--- src/rtl/pueo_trig_pkg.sv ---
// -----------------------------------------------------------------------------
// pueo_trig_pkg
// Shared definitions for the TURF trigger path: source indices, the
// per-source request record, and a small bit-count helper.
// -----------------------------------------------------------------------------
package pueo_trig_pkg;

    localparam int NTURF_SRC = 4;
    localparam int SRC_SOFT  = 0;
    localparam int SRC_PPS   = 1;
    localparam int SRC_EXT   = 2;
    localparam int SRC_RSV   = 3;

    typedef struct packed {
        logic [11:0] trig;
        logic [7:0]  metadata;
    } turf_trig_req_t;

    // Number of set bits in a 4-bit vector (0..4).
    function automatic logic [2:0] popcount4(input logic [3:0] v);
        logic [2:0] acc;
        acc = 3'd0;
        for (int i = 0; i < 4; i++) begin
            acc = acc + {2'b00, v[i]};
        end
        return acc;
    endfunction

endpackage

--- src/rtl/pueo_turf_trig_arbiter_rr_pick4.sv ---
// -----------------------------------------------------------------------------
// rr_pick4
// Combinational round-robin picker over four request bits. The search
// starts at ptr and walks upward modulo 4; the first set bit wins.
// Ports:
//   pend [3:0]  request bits
//   ptr  [1:0]  highest-priority index for this pick
//   any         at least one request bit is set
//   idx  [1:0]  winning index (equals ptr when any is low)
// -----------------------------------------------------------------------------
module rr_pick4 (
    input  logic [3:0] pend,
    input  logic [1:0] ptr,
    output logic       any,
    output logic [1:0] idx
);

    logic [7:0] dbl_s;
    logic [3:0] rot_s;
    logic [1:0] off_s;

    // Rotate so the pointer position lands at bit 0, then take the lowest set bit.
    always_comb begin
        dbl_s = {pend, pend} >> ptr;
        rot_s = dbl_s[3:0];
        any   = 1'b1;
        off_s = 2'd0;
        casez (rot_s)
            4'b???1: off_s = 2'd0;
            4'b??10: off_s = 2'd1;
            4'b?100: off_s = 2'd2;
            4'b1000: off_s = 2'd3;
            default: begin
                off_s = 2'd0;
                any   = 1'b0;
            end
        endcase
        idx = ptr + off_s;
    end

endmodule

--- src/rtl/pueo_turf_trig_arbiter.sv ---
// -----------------------------------------------------------------------------
// pueo_turf_trig_arbiter
// Shares the single TURF trigger slot between four sources (soft, pps, ext,
// rsv). Each source has a one-deep holding register; on every trigger slot
// at most one pending source is granted round-robin, followed by a
// programmable number of blocked slots. Requests arriving on an occupied
// holding register are dropped and reported.
// Ports:
//   sysclk_i, sysclk_rst_i        clock, synchronous active-high reset
//   slot_ce_i                     trigger-slot strobe
//   running_i                     run active; low blocks acceptance and grants
//   src_enable_i[3:0]             per-source enable
//   holdoff_i                     slots blocked after each grant
//   clear_i                       clears drop flags and drop counter
//   req_trig_i/req_metadata_i     per-source request data
//   req_valid_i[3:0]              per-source single-cycle request
//   trig_o/metadata_o/src_o       granted request (held until next grant)
//   valid_o                       one-cycle grant strobe
//   drop_o[3:0], drop_cnt_o       sticky drop flags, saturating drop count
//   busy_o                        holdoff counter nonzero
// -----------------------------------------------------------------------------
module pueo_turf_trig_arbiter
    import pueo_trig_pkg::*;
#(
    parameter int HOLDOFF_WIDTH  = 8,
    parameter int DROP_CNT_WIDTH = 16
) (
    input  logic                      sysclk_i,
    input  logic                      sysclk_rst_i,
    input  logic                      slot_ce_i,
    input  logic                      running_i,
    input  logic [3:0]                src_enable_i,
    input  logic [HOLDOFF_WIDTH-1:0]  holdoff_i,
    input  logic                      clear_i,
    input  logic [3:0][11:0]          req_trig_i,
    input  logic [3:0][7:0]           req_metadata_i,
    input  logic [3:0]                req_valid_i,
    output logic [11:0]               trig_o,
    output logic [7:0]                metadata_o,
    output logic [1:0]                src_o,
    output logic                      valid_o,
    output logic [3:0]                drop_o,
    output logic [DROP_CNT_WIDTH-1:0] drop_cnt_o,
    output logic                      busy_o
);

    turf_trig_req_t             pending_r [NTURF_SRC];
    logic [3:0]                 pend_r;
    logic [3:0]                 pend_next_s;
    logic [1:0]                 rr_ptr_r;
    logic [HOLDOFF_WIDTH-1:0]   hold_cnt_r;
    logic [HOLDOFF_WIDTH-1:0]   hold_next_s;

    logic [3:0]                 accept_s;
    logic [3:0]                 load_s;
    logic [3:0]                 grant_vec_s;
    logic [3:0]                 drop_s;
    logic [3:0]                 drop_next_s;
    logic                       win_any_s;
    logic [1:0]                 win_idx_s;
    logic                       grant_s;
    logic [2:0]                 drop_num_s;
    logic [DROP_CNT_WIDTH:0]    drop_sum_s;
    logic [DROP_CNT_WIDTH-1:0]  drop_cnt_next_s;

    rr_pick4 u_pick (
        .pend (pend_r),
        .ptr  (rr_ptr_r),
        .any  (win_any_s),
        .idx  (win_idx_s)
    );

    // Acceptance, grant decision, drop detection and holding-register next state.
    always_comb begin
        accept_s    = req_valid_i & src_enable_i & {4{running_i}};
        grant_s     = slot_ce_i & running_i & win_any_s &
                      (hold_cnt_r == {HOLDOFF_WIDTH{1'b0}});
        if (grant_s) begin
            grant_vec_s = 4'b0001 << win_idx_s;
        end else begin
            grant_vec_s = 4'b0000;
        end
        // A held request being granted on this edge frees the slot, so a new
        // request for the same source reloads instead of dropping.
        drop_s      = accept_s & pend_r & ~grant_vec_s;
        load_s      = accept_s & (~pend_r | grant_vec_s);
        if (!running_i) begin
            pend_next_s = 4'b0000;
        end else begin
            pend_next_s = src_enable_i & (load_s | (pend_r & ~grant_vec_s));
        end
    end

    // Slot holdoff counter: reload on grant, count down on idle slots.
    always_comb begin
        hold_next_s = hold_cnt_r;
        if (grant_s) begin
            hold_next_s = holdoff_i;
        end else if (slot_ce_i && (hold_cnt_r != {HOLDOFF_WIDTH{1'b0}})) begin
            hold_next_s = hold_cnt_r - {{(HOLDOFF_WIDTH-1){1'b0}}, 1'b1};
        end else begin
            hold_next_s = hold_cnt_r;
        end
    end

    // Drop flags and saturating drop count; drops on a clear edge still register.
    always_comb begin
        drop_num_s = popcount4(drop_s);
        drop_sum_s = {1'b0, drop_cnt_o} + {{(DROP_CNT_WIDTH-2){1'b0}}, drop_num_s};
        if (clear_i) begin
            drop_next_s     = drop_s;
            drop_cnt_next_s = {{(DROP_CNT_WIDTH-3){1'b0}}, drop_num_s};
        end else if (drop_sum_s[DROP_CNT_WIDTH]) begin
            drop_next_s     = drop_o | drop_s;
            drop_cnt_next_s = {DROP_CNT_WIDTH{1'b1}};
        end else begin
            drop_next_s     = drop_o | drop_s;
            drop_cnt_next_s = drop_sum_s[DROP_CNT_WIDTH-1:0];
        end
    end

    // Holding registers, arbitration state and output registers.
    always_ff @(posedge sysclk_i) begin
        if (sysclk_rst_i) begin
            for (int s = 0; s < NTURF_SRC; s++) begin
                pending_r[s].trig     <= 12'h000;
                pending_r[s].metadata <= 8'h00;
            end
            pend_r     <= 4'b0000;
            rr_ptr_r   <= 2'd0;
            hold_cnt_r <= {HOLDOFF_WIDTH{1'b0}};
            valid_o    <= 1'b0;
            trig_o     <= 12'h000;
            metadata_o <= 8'h00;
            src_o      <= 2'd0;
            drop_o     <= 4'b0000;
            drop_cnt_o <= {DROP_CNT_WIDTH{1'b0}};
            busy_o     <= 1'b0;
        end else begin
            for (int s = 0; s < NTURF_SRC; s++) begin
                if (load_s[s]) begin
                    pending_r[s].trig     <= req_trig_i[s];
                    pending_r[s].metadata <= req_metadata_i[s];
                end
            end
            pend_r     <= pend_next_s;
            hold_cnt_r <= hold_next_s;
            busy_o     <= (hold_next_s != {HOLDOFF_WIDTH{1'b0}});
            valid_o    <= grant_s;
            drop_o     <= drop_next_s;
            drop_cnt_o <= drop_cnt_next_s;
            if (grant_s) begin
                trig_o     <= pending_r[win_idx_s].trig;
                metadata_o <= pending_r[win_idx_s].metadata;
                src_o      <= win_idx_s;
                rr_ptr_r   <= win_idx_s + 2'd1;
            end
        end
    end

endmodule

--- config.mk ---
export PLATFORM = sky130hd
export DESIGN_NAME = pueo_turf_trig_arbiter
export DESIGN_NICKNAME = d
export VERILOG_FILES = /design/src/rtl/pueo_trig_pkg.sv /design/src/rtl/pueo_turf_trig_arbiter_rr_pick4.sv /design/src/rtl/pueo_turf_trig_arbiter.sv
export SDC_FILE = /design/constraint.sdc
export NUM_CORES = 1
export LEC_CHECK = 0
export BUFFER_PORTS_ARGS = -buffer_cell sky130_fd_sc_hd__buf_2
export CORE_MARGIN = 1
export CORE_UTILIZATION = 35
export DETAILED_ROUTE_END_ITERATION = 16
export PLACE_DENSITY = 0.62
export SLEW_MARGIN = 30
export SYNTH_ARGS = -nofsm -noshare
export SYNTH_HDL_FRONTEND = slang
export SYNTH_SLANG_ARGS = --single-unit
export TNS_END_PERCENT = 30
--- constraint.sdc ---
create_clock -name sysclk_i -period 8.6 [get_ports sysclk_i]
set_input_delay 1.72 -clock sysclk_i [delete_from_list [all_inputs] [get_ports sysclk_i]]
set_output_delay 1.72 -clock sysclk_i [all_outputs]
set_load 0.02 [all_outputs]
* Word level (Yosys, flattened, before mapping)
Memory sizes are Yosys's and may differ from the RTL's. A register that Yosys moved wholly into a read port is not among the register bits.
Cells that the tools add are included.
** Word-level totals
- Flip-flop bits (word level) :: 38
- RAM bits :: 80
- Output and inout bits :: 44
- Word-level logic and storage cells :: 83
- Memories :: 1
** Cells by class
- Add/sub/neg operators :: 7
- Equality and inequality tests :: 3
- Shift-type cells :: 2
- Multiplexer cells :: 30
- Bitwise gates (word level) :: 24
- Reductions and logical operators :: 7
** Memories
- pending_r :: words 4, bits a word 20, read ports 1, clocked after memory_dff 1, write ports 4, RTL line pueo_turf_trig_arbiter.sv:47 : turf_trig_req_t pending_r [NTURF_SRC];
** Operators by type and width (number)
- 12-bit two-way mux :: 4
- 8-bit two-way mux :: 6
- 4-bit bitwise AND :: 7
- 16-bit by 3-bit adder with 17-bit output :: 1
- 16-bit two-way mux :: 1
- 8-bit nonzero test :: 2
- 1-bit two-way mux :: 15
- 4-bit bitwise OR :: 3
- 8-bit logical NOT :: 1
- 4-bit two-way mux :: 2
- 4-bit NOT :: 2
- 1-bit bitwise OR :: 8
- 8-bit by 2-bit right shift with 4-bit output :: 1
- 8-bit by 1-bit subtractor with 8-bit output, second input constant :: 1
- 2-bit one-hot mux with 3 select lines :: 1
- 4-bit equality test, second input constant :: 1
- 2-bit OR reduction :: 2
- 4-bit OR reduction :: 1
- 1-bit by 2-bit left shift with 4-bit output, first input constant :: 1
- 2-bit by 1-bit adder with 3-bit output :: 1
- 3-bit by 1-bit adder with 3-bit output :: 1
- 1-bit bitwise AND :: 3
- 3-bit equality test, second input constant :: 1
- 3-bit two-way mux :: 1
- 6 further kinds :: 6

* Logic depth before layout (Yosys ltp)
- Word-level depth :: 15
- Mapped depth :: 24

* Cells and area by module
From an unflattened synthesis, not the netlist that was laid out.
** Second synthesis, totals
- Cell total of the unflattened synthesis :: 556
- Area total of the unflattened synthesis :: 6562.5 µm²
** By module, submodules not included
- pueo_turf_trig_arbiter :: times used 1, cells each 530, area an instance 6368.6 µm², sequential area each 3563.4 µm²
- rr_pick4 :: times used 1, cells each 26, area an instance 193.9 µm², sequential area each 0.0 µm²

* Worst setup path after synthesis
Ideal clock, no wire load.
- Kind :: input -> register
- From :: input running_i
- To :: register drop_cnt_o[0]
- Library setup time :: 0.095 ns
- Arrival :: 5.280 ns
- Required time :: 8.505 ns
- Path slack :: 3.225 ns
- Cell stages on the path :: 18
- Buffers on the path :: 3
- Cell sequence :: and2_1 > clkbuf_1 > nand2_1 > nor2_1 > a31oi_2 > buf_2 > nand4_1 > fa_1 > inv_1 > ha_1 > ha_1 > inv_1 > fa_1 > nor2b_1 > o2111ai_1 > or2_2 > clkbuf_1 > a221oi_1
** Between the ends
- Cells in the longest elaborated chain, start to end :: 12
** RTL lines
- start, declared :: RTL line pueo_turf_trig_arbiter.sv:31 : input logic running_i,
- 1-bit bitwise AND (3 in a row) :: RTL line pueo_turf_trig_arbiter.sv:76 : grant_s = slot_ce_i & running_i & win_any_s &
- 4-bit two-way mux :: RTL line pueo_turf_trig_arbiter.sv:78 : if (grant_s) begin
- 4-bit NOT :: RTL line pueo_turf_trig_arbiter.sv:85 : drop_s = accept_s & pend_r & ~grant_vec_s;
- 4-bit bitwise AND (*) :: RTL line pueo_turf_trig_arbiter.sv:85
- 1-bit by 1-bit adder with 2-bit output :: RTL line pueo_trig_pkg.sv:24 : acc = acc + {2'b00, v[i]};
- 2-bit by 1-bit adder with 3-bit output :: RTL line pueo_trig_pkg.sv:24
- 3-bit by 1-bit adder with 3-bit output (*) :: RTL line pueo_trig_pkg.sv:24
- 16-bit by 3-bit adder with 17-bit output :: RTL line pueo_turf_trig_arbiter.sv:109 : drop_sum_s = {1'b0, drop_cnt_o} + {{(DROP_CNT_WIDTH-2){1'b0}}, drop_num_s};
- 16-bit two-way mux :: RTL line pueo_turf_trig_arbiter.sv:113 : end else if (drop_sum_s[DROP_CNT_WIDTH]) begin
- 3-bit two-way mux (*) :: RTL line pueo_turf_trig_arbiter.sv:110 : if (clear_i) begin
- end signal, assigned :: RTL line pueo_turf_trig_arbiter.sv:137 : drop_cnt_o <= {DROP_CNT_WIDTH{1'b0}};
- end signal, assigned :: RTL line pueo_turf_trig_arbiter.sv:151 : drop_cnt_o <= drop_cnt_next_s;
- end, declared :: RTL line pueo_turf_trig_arbiter.sv:43 : output logic [DROP_CNT_WIDTH-1:0] drop_cnt_o,
Mark *: on every way between the ends. The rest lies on a longest branch, timed or not.
A chain may end at the register's enable or synchronous reset.

* Final worst setup path
- From :: register pend_r[1]
- To :: register drop_cnt_o[1]
** Between the ends
- Cells in the longest elaborated chain, start to end :: 15
** RTL lines
- start, declared :: RTL line pueo_turf_trig_arbiter.sv:48 : logic [3:0] pend_r;
- start signal, assigned :: RTL line pueo_turf_trig_arbiter.sv:146 : pend_r <= pend_next_s;
- parallel branches: the longest is 8 deep, another holds 2-bit adder
- 4-bit bitwise AND (*) :: RTL line pueo_turf_trig_arbiter.sv:85
- 1-bit by 1-bit adder with 2-bit output :: RTL line pueo_trig_pkg.sv:24
- 2-bit by 1-bit adder with 3-bit output :: RTL line pueo_trig_pkg.sv:24
- 3-bit by 1-bit adder with 3-bit output (*) :: RTL line pueo_trig_pkg.sv:24
- 16-bit by 3-bit adder with 17-bit output :: RTL line pueo_turf_trig_arbiter.sv:109
- 16-bit two-way mux :: RTL line pueo_turf_trig_arbiter.sv:113
- 3-bit two-way mux (*) :: RTL line pueo_turf_trig_arbiter.sv:110
Mark *: on every way between the ends.

==> flow_summary.toml <==
[job]
drv_cap = 0

[floorplanning]
dieArea_um2 = 20400
die-height_um = 143
initial_core_util_pct = 35.6
pin_count = 145
rows = 51
core_area_um2 = 19500
die_x_um = 143

[yosys]
synthesis.instances = 645
ys_ff_latch = 138
syn-mean-instance-area_um2 = 10.7
yosysWarnings = 0
synthArstFlopShare_pct = 0
synth.distinct_cells = 66
synth.top_cell.area_share_pct = 34.7
synth.largest_area_cell = "edfxtp_1"
yosys-top-cells-area = "edfxtp_1 35%, dfxtp_1 17%, nor3b_1 4.4%, a31oi_1 3.9%, inv_1 3.5%"
ys_seq_area_share_pct = 51.4
ys_dominant_reg_cell = "edfxtp_1"
syn_nets = 755
synth_edf_count = 80
netlist_area_um2 = 6930

[worst_setup_path]
arrival_ns = 6.03
r2r_start = "pend_r[1]"
r2r_slack_ns = 2.92
path_cells = "nor2_1 > or4_1 > o211ai_1 > ha_1 > xor2_1 > xnor2_4 > buf_4 > o21a_1 > nand4_1 > fa_1 > inv_1 > ha_1 > ha_1 > inv_1 > fa_1 > nor2b_1 > o2111ai_1 > or2_2 > a21oi_1 > a21oi_1 > nor2_1"
criticalPathCategory = "flip-flop to flip-flop"
worst_path_max_delay_cell = "buf_4"
reg2reg_depth = 21
critical_path.most_common_cell = "ha_1"
cp.required_ns = 8.95
start_kind = "flip-flop"
end_kind = "flip-flop"
crit_fanout = 43
startpoint = "pend_r[1]"
reg2reg_to = "drop_cnt_o[1]"
slowest_delay_ns = 0.59

[timing]
worst_pin_slew_ns = 0.743
fin_crit_sh_pct = 66.0
rsz0062_at_grt = "false"
setup_viol = 0
maxSlewViolCount = 0
fmax_mhz = 176
period_minus_slack_ns = 5.68
slew_headroom_pct = 50.1
fin_skew_ns = 0.00904
final.setup.tns_ns = 0
timing.final.ws_setup_ns = 2.92
hold_viol = 0

[placement]
place.port_buffers = 144
place_inst = 1012
gp_congestion = 0.799
post-dp-hpwl_mm = 12.5
dp_slack_ns = 2.69

[status]
status = "finished clean"

[grt]
grt_overflow_total = 0
grt_usage_pct = 18.1
antenna_found_initial = 0
grt_pass1_wl_mm = 27.5
grt_pass1_vias = 5069
grt_max_degree = 52

[worst_hold_path]
min_from = "drop_o[2]"
whs_path_depth = 2
hold_class = "flip-flop to flip-flop"
hold_end = "drop_o[2]"

[final_layout]
antenna_cells = 0
fin_util_pct = 43.6
layout.nets = 876
syn_to_final_growth_pct = 22.4
final_cell_mix = "144 x buf_2, 80 x edfxtp_1, 65 x inv_1"
layout.cells.non_filler = 1044
final_common_cell = "buf_2"
drive_gt1_share_pct = 28.5

[route]
vias_per_cell = 5.11
vias = 5338
drt_first_pass_iters = 9
ant_nets = 0
drt_iter0_drc = 401
drc = 0
wire_per_inst_um = 17.1
wl_mm = 17.9

[power_and_ir_drop]
leakage_nw = 3.65
p_per_area_nw_per_um2 = 221
ir_drop_mv = 0.129

[clock_tree]
clkLatencyLatePin_ns = 0.42
htreeDepth = 4
cts.repair.resized = 0
post_cts_buffers = 0
cts.sink_count = 138
cts_hold_buf = 0
clkTransAtPathRegs_ns = 0.06
clockBufferDepth = 2
cts-root-buf = "clkbuf_16"
cts_made_buffers = 17
cts_tree = "yes"
-- power breakdown --
| part | internal [mW] | switching [mW] |
|---|---|---|
| Combinational | 0.139 | 0.186 |
| Sequential | 0.745 | 0.0368 |
| Clock | 0.487 | 0.286 |
| Total | 1.37 | 0.508 |
-- logic make-up after synthesis --
group / Yosys count / share of synthesized area, %
AOI/OAI and AO/OA: 139 / 14.7
xor gates and xnor gates: 17 / 2.42
adders and majority gates: 9 / 1.84
muxes: 44 / 7.94
and+or+nand+nor: 182 / 14.8
buffers and inverters: 116 / 6.88
DFF: 138 / 51.4
-- cell type report --
type	instances	area, um^2
fill	1873	11000
sequential	138	3560
timing repair buffer	153	801
clock buffer	18	429
inverter	65	244
clock inverter	14	194
multi-input combinational	391	2920
tap	265	332
-- synthesized netlist by cell type (all sizes together) (2+ instances only) --
cell,n
ha,7
buf,21
a311oi,2
nand3,11
a22o,2
inv,65
or2,6
o211a,2
fa,2
nor3b,41
o31ai,3
xnor2,8
xor2,9
nor4b,2
o21ai,8
nor4,4
a41oi,2
a221oi,2
a221o,20
a31oi,44
or4,2
o211ai,2
nand2b,3
o32ai,2
nor3,14
a21o,2
a21oi,25
mux2,40
nor2,46
a41o,3
a22oi,2
clkbuf,30
mux2i,4
nand2,23
edfxtp,80
nand4,7
a211oi,5
and2,3
dfxtp,58
o21a,4
nor2b,4
and3,11
nand3b,3
-- stage by stage --
stage                     instance area [um^2]  total power, mW  hold slack, ns
after floorplan                           6930             1.03           0.512
after global placement                    7830             1.12           0.436
after detailed placement                  7860             1.12           0.443
after CTS                                 8480             1.89           0.458
after global routing                      8480             1.96           0.490
final                                     8480             1.88           0.457
-- sequential cells by signal (all words and copies together), names as in the netlist --
name,flops
drop_o,4
src_o,2
rr_ptr_r,2
metadata_o,8
pending_r,80
trig_o,12
pend_r,4
busy_o,1
hold_cnt_r,8
drop_cnt_o,16
valid_o,1
-- metal layers --
layer,track usage (%),share of wire [%],vias to the layer above
met4,8.09,2.7,0
li1,-,-,2611
met5,0,0,-
met2,27.6,46,139
met3,4.06,5.2,26
met1,24.4,47,2562
-- critical path, delay by kind of cell (launching register included) --
kind / cells / cell delay, ns
AOI/OAI and AO/OA: 5 / 0.76
and+or+nand+nor: 6 / 1.32
DFF: 1 / 0.51
xor gates and xnor gates: 2 / 0.68
adders and majority gates: 5 / 1.65
buffers and inverters: 3 / 0.70
-- worst max-delay path by stage --
stage                     cells after the start            end  slack (ns)
after floorplan                              18  drop_cnt_o[0]        3.23
after global placement                       16  drop_cnt_o[1]        2.80
after detailed placement                     14  drop_cnt_o[0]        2.69
after CTS                                    21  drop_cnt_o[1]        2.90
after global routing                         21  drop_cnt_o[2]        2.45
final                                        21  drop_cnt_o[1]        2.92
No activity file was read; power rests on OpenSTA's default activity.
